## config.mk

```make
export PLATFORM = sky130hd
export DESIGN_NAME = hamming_decoder
export DESIGN_NICKNAME = d
export VERILOG_FILES = /design/src/rtl/hamming_decoder.sv
export SDC_FILE = /design/constraint.sdc
export NUM_CORES = 1
export LEC_CHECK = 0
export CAP_MARGIN = 0
export CORE_AREA = 2 2 70 72
export CTS_CLUSTER_DIAMETER = 200
export DETAILED_ROUTE_END_ITERATION = 16
export DIE_AREA = 0 0 72 74
export GPL_TIMING_DRIVEN = 1
export PLACE_DENSITY = 0.71
export RECOVER_POWER = 100
export SLEW_MARGIN = 15
export SYNTH_ARGS = -nofsm -noshare
export SYNTH_HDL_FRONTEND = slang
export SYNTH_SLANG_ARGS = --single-unit
```

## constraint.sdc

```tcl
create_clock -name clk -period 1.7 [get_ports clk]
set_input_delay 0.51 -clock clk [delete_from_list [all_inputs] [get_ports clk]]
set_output_delay 0.51 -clock clk [all_outputs]
set_load 0.05 [all_outputs]
```

## src/rtl/hamming_decoder.sv

```systemverilog
// Byte-serial SECDED decoder for 16-bit Hamming codewords carrying 11 data bits.
// Optional error counters are enabled with the HAMMING_ERR_CNT_EN macro.
module hamming_decoder #(
    parameter int ERR_CNT_W = 8
) (
    input  logic       clk,
    input  logic       reset,
    input  logic       in_valid,
    output logic       in_ready,
    input  logic [7:0] in_byte,
    output logic       out_valid,
    input  logic       out_ready,
    output logic [7:0] out_lsw,
    output logic [7:0] out_msw,
    output logic [1:0] out_status
`ifdef HAMMING_ERR_CNT_EN
    ,
    output logic [ERR_CNT_W-1:0] err_corr_cnt,
    output logic [ERR_CNT_W-1:0] err_dbl_cnt
`endif
);

    typedef enum logic [2:0] {
        IDLE    = 3'd0,
        GET_MSW = 3'd1,
        SYND    = 3'd2,
        CORR    = 3'd3,
        OUT     = 3'd4
    } state_t;

    localparam logic [1:0] ST_CLEAN  = 2'b00;
    localparam logic [1:0] ST_SINGLE = 2'b01;
    localparam logic [1:0] ST_DOUBLE = 2'b10;

    state_t state, state_nxt;

    logic [15:0] code_p0;
    logic [3:0]  syn_p1;
    logic        par_p1;
    logic [15:0] corr_code;
    logic [10:0] data_c;
    logic [1:0]  status_c;

    function automatic logic [3:0] syndrome(input logic [15:0] code);
        logic [3:0] s;
        s = 4'd0;
        for (int i = 1; i < 16; i++) begin
            if (code[i]) s = s ^ 4'(i);
        end
        return s;
    endfunction

    function automatic logic [10:0] extract_data(input logic [15:0] code);
        return {code[15:9], code[7:5], code[3]};
    endfunction

    always_ff @(posedge clk or posedge reset) begin
        if (reset) state <= IDLE;
        else       state <= state_nxt;
    end

    always_comb begin
        state_nxt = state;
        in_ready  = 1'b0;
        out_valid = 1'b0;
        unique case (state)
            IDLE: begin
                in_ready = 1'b1;
                if (in_valid) state_nxt = GET_MSW;
            end
            GET_MSW: begin
                in_ready = 1'b1;
                if (in_valid) state_nxt = SYND;
            end
            SYND: state_nxt = CORR;
            CORR: state_nxt = OUT;
            OUT: begin
                out_valid = 1'b1;
                if (out_ready) state_nxt = IDLE;
            end
            default: state_nxt = IDLE;
        endcase
    end

    // Stage p0: codeword capture; stage p1: syndrome and overall parity
    always_ff @(posedge clk) begin
        if (state == IDLE && in_valid)    code_p0[7:0]  <= in_byte;
        if (state == GET_MSW && in_valid) code_p0[15:8] <= in_byte;
        if (state == SYND) begin
            syn_p1 <= syndrome(code_p0);
            par_p1 <= ^code_p0;
        end
    end

    // Odd overall parity means exactly one flip; syndrome 0 then points at p0 itself
    always_comb begin
        corr_code = code_p0;
        status_c  = ST_CLEAN;
        if (par_p1) begin
            corr_code = code_p0 ^ (16'd1 << syn_p1);
            status_c  = ST_SINGLE;
        end else if (syn_p1 != 4'd0) begin
            status_c  = ST_DOUBLE;
        end
        data_c = extract_data(corr_code);
    end

    // Stage p2: registered result held until the output handshake
    always_ff @(posedge clk or posedge reset) begin
        if (reset) begin
            out_lsw    <= 8'd0;
            out_msw    <= 8'd0;
            out_status <= ST_CLEAN;
        end else if (state == CORR) begin
            out_lsw    <= data_c[7:0];
            out_msw    <= {5'd0, data_c[10:8]};
            out_status <= status_c;
        end
    end

`ifdef HAMMING_ERR_CNT_EN
    logic out_hs;
    assign out_hs = out_valid && out_ready;

    always_ff @(posedge clk or posedge reset) begin
        if (reset) begin
            err_corr_cnt <= '0;
            err_dbl_cnt  <= '0;
        end else if (out_hs) begin
            if (out_status == ST_SINGLE && err_corr_cnt != '1)
                err_corr_cnt <= err_corr_cnt + 1'b1;
            if (out_status == ST_DOUBLE && err_dbl_cnt != '1)
                err_dbl_cnt <= err_dbl_cnt + 1'b1;
        end
    end
`endif

endmodule

```

==> results.sh, run 1 <==
export IMPL_hpwl_um=2140
export IMPL_core_area_um2=4600
export IMPL_cts_buffer_depth=2
export IMPL_wire_per_inst_um=11.8
export IMPL_grt_pass1_vias=1014
export IMPL_drt_met1_wl_um=1270
export IMPL_final_antenna_net_count=0
export IMPL_hold_violations=0
export IMPL_fin_crit_sh_pct=97.2
export IMPL_startpoint_type="flop"
export IMPL_vdd_drop_max_v=0.000793
export IMPL_top_layer="met4"
export IMPL_dr_total_vias=1038
export IMPL_layout_nets=191
export IMPL_holdPathStages=2
export IMPL_cts_inserted_buffers=5
export IMPL_relSlewSlack_pct=43.6
export IMPL_synth_cells=144
export IMPL_numPortBuffers=26
export IMPL_yosysTopAreaCellShare_pct=36.4
export IMPL_fin_area_um2=2330
export IMPL_gr_usage_all_layers_pct=12.0
export IMPL_holdCritStartpoint="out_lsw[3]"
export IMPL_initial_core_util_pct=37.7
export IMPL_clk_pin_slew_worst_paths_ns=0.07
export IMPL_io_pins=32
export IMPL_hp_class="reg2reg"
export IMPL_synth_top_cell_by_area="edfxtp_1"
export IMPL_skew_ns=0.00447
export IMPL_die_area_um2=5330
export IMPL_syn_avg_cell_area_um2=12.0
export IMPL_cp_required_ns=1.19
export IMPL_antenna_cells=0
export IMPL_ys_warnings_count=0
export IMPL_rr_worst_depth=4
export IMPL_drive_gt1_share_pct=20.0
export IMPL_endpoint_kind="output port"
export IMPL_critPathArrivalTime_ns=1.14
export IMPL_dr_wl_met3_um=131
export IMPL_drv_slew=0
export IMPL_post_dp_cell_area_um2=2230
export IMPL_netlist_area_um2=1730
export IMPL_setup_viol=0
export IMPL_gr_total_overflow=0
export IMPL_die_w_um=72
export IMPL_dr_pass1_iters=3
export IMPL_ys_seq_elements=37
export IMPL_ys_seq_area_share_pct=59.5
export IMPL_synth_cell_types=24
export IMPL_cts_sinks=37
export IMPL_maxCapViolations=0
export IMPL_p_leak_nw=0.886
export IMPL_die_h_um=74
export IMPL_synth_area_leaders="edfxtp_1 (36%), dfrtp_1 (23%), xnor2_1 (17%), nand2_1 (3.3%), nor2_1 (3.3%)"
export IMPL_tightest_slew_ns=0.847
export IMPL_grt_pass1_wl_um=4680
export IMPL_wirelength_um=2750
export IMPL_h_tree_depth=2
export IMPL_met2_length_um=1340
export IMPL_r2r_end="out_status[0]"
export IMPL_worst_slack_ns=0.0478
export IMPL_reg2reg_slack_ns=0.19
export IMPL_place_gp_congestion=0.830
export IMPL_fmax_mhz=605
export IMPL_powerDensity_nw_per_um2=2050
export IMPL_fin_crit_ns=1.65
export IMPL_status="finished, final reports clean"
export IMPL_clock_latency_ns=0.28
export IMPL_crit_fanout=5
export IMPL_antenna_found_initial=0
export IMPL_critPathLaunch="state[1]"
export IMPL_syn_to_final_growth_pct=34.3
export IMPL_endpoint="in_ready"
export IMPL_path_class="reg2out"
export IMPL_vias_per_cell=4.44
export IMPL_cts_tree="done"
export IMPL_post_place_ws_ns=0.0338
export IMPL_grt_max_degree=27
export IMPL_core_rowCount=25
export IMPL_drt_first_iter_violations=73
export IMPL_regToRegStartpoint="state[1]"
export IMPL_cts_root_buf="clkbuf_8"
export IMPL_drc=0
-- per-stage QoR --
step	hold WS, ns	std cells	util, %	setup TNS, ns	total power [mW]
3_3_place_gp	0.525	224	48.4	0	4.11
5_1_grt	0.589	234	50.6	-0.00170	5.09
4_1_cts	0.526	232	50.6	0	4.82
3_5_place_dp	0.529	224	48.4	0	4.15
2_1_floorplan	0.424	148	-	0	3.15
6_report	0.542	234	50.6	0	4.76
-- kinds of logic (layout without fill, tap and decap cells) --
logic type | after synthesis | after routing | synth area share, %
AND/OR/NAND/NOR | 42 | 42 | 11.1
XOR/XNOR | 39 | 39 | 21.0
flip-flops | 37 | 37 | 59.5
AO/OA/AOI/OAI | 14 | 14 | 4.19
buffers and inverters | 10 | 42 | 3.25
other | 1 | 5 | 0.217
multiplexers | 1 | 1 | 0.650
-- Yosys cell counts --
master     n
a21oi_1    1
xor2_2     1
nand2_1   15
nand3b_1   4
nand3_1    1
xnor2_1   33
nor3_1     1
nor4b_1    1
nor4_1     1
o21ai_0    6
edfxtp_1  21
o31ai_1    1
o21ai_1    6
nand2b_1   3
xor2_1     3
clkbuf_1   3
nor2_1    15
xnor2_2    2
and3_1     1
mux2_2     1
inv_1      2
conb_1     1
dfrtp_1   16
buf_4      5
-- state kept, by name, summed over array words and instances, names as in the netlist --
name and cells:
out_msw 3, par_p1 1, code_p0 16, out_status 2, state 3, syn_p1 4
out_lsw 8
-- critical path, cell delays in order (launching register included) --
cell and delay [ns]:
dfrtp_2 0.41, buf_4 0.16, nor2_4 0.14, buf_12 0.15
-- per-layer routing --
layer  vias up  track usage (%)
met5         -                0
met4         0             4.40
met3         2             4.07
met2        28             19.2
met1       467             15.2
li1        541                -
-- area by class of cell --
class	instances	area (µm²)
Fill cell	396	2270
Sequential cell	37	1030
Multi-Input combinational cell	101	667
Timing Repair Buffer	32	449
Clock buffer	7	96.3
Tap cell	54	67.6
Inverter	2	7.51
Clock inverter	1	5.00
-- cell usage in the layout, fill, tap and decap left out, types with 3 or more instances in the layout --
cell,instances
xnor2_1,33
xor2_1,3
o21ai_0,10
nand3b_1,4
nor2_1,14
buf_4,4
nand2_1,15
buf_12,15
clkbuf_8,7
dfrtp_1,14
edfxtp_1,21
dlygate4sd3_1,10
conb_1,5
nand2b_1,3
-- where the power goes --
part / total, mW / internal (mW) / switching (mW)
combinational: 2.42 / 1.19 / 1.23
clock: 0.655 / 0.366 / 0.289
sequential: 1.69 / 1.37 / 0.319
total: 4.76 / 2.92 / 1.84
-- repair_timing --
action                     CTS  global route
setup endpoints to repair    0             1
resized for setup            0             3
hold buffers                 0             0
setup buffers                0             2
-- how the worst min path moves through the flow --
stage	slack, ns	endpoint
2_1_floorplan	0.42	out_lsw[0]
3_3_place_gp	0.52	out_lsw[6]
3_5_place_dp	0.53	out_status[1]
4_1_cts	0.53	out_lsw[3]
5_1_grt	0.59	out_lsw[7]
6_report	0.54	out_lsw[3]
Power figures use the tool's default switching activity.
==> run 2: changes to the inputs <==
--- a/config.mk
+++ b/config.mk
@@ -13,6 +13,7 @@
 export GPL_TIMING_DRIVEN = 1
 export PLACE_DENSITY = 0.71
 export RECOVER_POWER = 100
+export REMOVE_ABC_BUFFERS = 1
 export SLEW_MARGIN = 15
 export SYNTH_ARGS = -nofsm -noshare
 export SYNTH_HDL_FRONTEND = slang
==> run 2 against run 1 <==
Compared with the run above: cell area fell by 9.6%; fmax fell by 1.3%; die area did not move; clock-buffer cell count fell by 1; highest routed layer unchanged; clock power rose by 10%; hold slack got worse by 0.065 ns; power fell by 11%; cell count did not move; global-route usage rose by 0.056 points; sequential share of layout area rose by 4.7 points; worst setup slack got worse by 0.022 ns; wire length rose by 1.1%.
==> results.sh, run 2 (synthesis gave the netlist of run 1 again) <==
export IMPL_nFillCells=442
export IMPL_final_cell_mix="xnor2_1 (34), edfxtp_1 (21), nand2_1 (15), clkbuf_2 (15)"
export IMPL_holdCritStartpoint="out_msw[1]"
export IMPL_h_tree_depth=2
export IMPL_whs_endpoint="out_msw[1]"
export IMPL_skew_ns=0.00399
export IMPL_fin_tns_setup_ns=0
export IMPL_status="finished, final reports clean"
export IMPL_post_place_ws_ns=0.0113
export IMPL_cts_tree="done"
export IMPL_regArea_um2=1030
export IMPL_cts_buffer_depth=2
export IMPL_critPathSlowestCell="dfrtp_2"
export IMPL_grt_pass1_vias=980
export IMPL_regToRegStartpoint="code_p0[15]"
export IMPL_antenna_cells=0
export IMPL_relSlewSlack_pct=44.6
export IMPL_die_h_um=74
export IMPL_r2r_end="par_p1"
export IMPL_dr_pass1_iters=4
export IMPL_setup_viol=0
export IMPL_clk_pin_slew_worst_paths_ns=0.07
export IMPL_startpoint_type="flop"
export IMPL_powerDensity_nw_per_um2=2020
export IMPL_top_register="code_p0"
export IMPL_tightest_slew_ns=0.831
export IMPL_fmax_mhz=597
export IMPL_cp_slowest_stage_delay_ns=0.44
export IMPL_fin_crit_sh_pct=98.5
export IMPL_cp_required_ns=1.19
export IMPL_drt_first_iter_violations=60
export IMPL_path_class="reg2out"
export IMPL_layout_commonest_cell="xnor2_1"
export IMPL_drive_gt1_share_pct=16.1
export IMPL_dr_total_vias=1049
export IMPL_vias_per_cell=4.48
export IMPL_crit_family="flip-flops"
export IMPL_vdd_drop_max_v=0.000750
export IMPL_cts_root_buf="clkbuf_8"
export IMPL_place_gp_congestion=0.813
export IMPL_die_area_um2=5330
export IMPL_syn_to_final_growth_pct=21.4
export IMPL_top_regs="code_p0: 16 flops, out_lsw: 8 flops, syn_p1: 4 flops"
export IMPL_crit_chain="nor2_1 > buf_12"
export IMPL_hpwl_um=2190
export IMPL_gr_usage_all_layers_pct=12.0
export IMPL_antenna_found_initial=0
export IMPL_reg2reg_slack_ns=0.10
export IMPL_p_leak_nw=0.803
export IMPL_endpoint_kind="output port"
export IMPL_maxCapViolations=0
export IMPL_die_w_um=72
export IMPL_crit_fanout=6
export IMPL_numPortBuffers=26
export IMPL_critPathArrivalTime_ns=1.16
export IMPL_core_area_um2=4600
export IMPL_worst_slack_ns=0.0262
export IMPL_drv_slew=0
export IMPL_largest_reg_flops=16
export IMPL_rr_worst_depth=4
export IMPL_hold_violations=0
export IMPL_grt_max_degree=24
export IMPL_crit_buf_inv=1
export IMPL_wire_per_inst_um=11.9
export IMPL_clock_latency_ns=0.28
export IMPL_final_antenna_net_count=0
export IMPL_initial_core_util_pct=37.7
export IMPL_cts_sinks=37
export IMPL_drc=0
export IMPL_rsz0062_at_grt="true"
export IMPL_holdPathStages=2
export IMPL_layout_nets=191
export IMPL_core_rowCount=25
export IMPL_io_pins=32
export IMPL_gr_total_overflow=0
export IMPL_wirelength_um=2780
export IMPL_cts_inserted_buffers=5
export IMPL_fin_crit_ns=1.67
export IMPL_hp_class="reg2reg"
export IMPL_multi_input_area_um2=647
export IMPL_grt_pass1_wl_um=4620
==> run 2: changes by cell type in the layout (fill, tap and decap cells not counted), sizes merged <==
cell	before	now
bufinv	0	1
clkbuf	9	25
buf	19	2
==> run 2: area by class of cell <==
type	count	share of cell area, %
Timing Repair Buffer	32	11.4
Clock inverter	2	1.61
Clock buffer	6	3.45
Sequential cell	37	49.2
Inverter	2	0.357
Multi-Input combinational cell	101	30.8
Tap cell	54	3.21
==> run 2: worst max-delay path by stage <==
stage	from	end	slack, ns	depth (start not counted)
after floorplan	state[1]	code_p0[0]	-0.30	3
after global placement	in_valid	code_p0[0]	0.04	4
after detailed placement	in_valid	code_p0[1]	0.01	4
after CTS	state[0]	out_valid	0.003	4
after global routing	state[1]	in_ready	-0.03	2
final	state[1]	in_ready	0.03	2
==> run 2: what timing repair did <==
action	4_1_cts	5_1_grt
setup endpoints to repair	0	2
buffers inserted	0	1
hold buffers	0	0
gates resized for setup	0	4
==> run 2: layer usage <==
layer,track usage [%],wire length (µm),up-vias
met5,0,0,-
met4,6.29,66,0
met3,5.01,183,6
met2,18.3,1320,24
met1,14.7,1220,480
li1,-,-,539
==> run 2: worst min-delay path, stage by stage (launching register included) <==
cell     delay (ns)
dfrtp_1        0.34
nand2_1        0.04
o21ai_0        0.06
==> run 2: through the flow <==
stage | instances | hold WS (ns) | total power [mW] | area, µm² | util, %
final | 234 | 0.477 | 4.25 | 2100 | 45.7
after floorplan | 140 | 0.424 | 3.11 | 1700 | -
after global routing | 234 | 0.510 | 4.55 | 2100 | 45.7
after global placement | 225 | 0.517 | 4.08 | 2210 | 48.1
after CTS | 233 | 0.525 | 4.86 | 2320 | 50.4
after detailed placement | 225 | 0.513 | 4.13 | 2210 | 48.1
==> run 2: power by group <==
group	leakage [nW]	switching, mW	internal (mW)	total, mW
Sequential	0.393	0.247	1.37	1.61
Combinational	0.358	1.21	0.707	1.92
Clock	0.0528	0.291	0.433	0.723
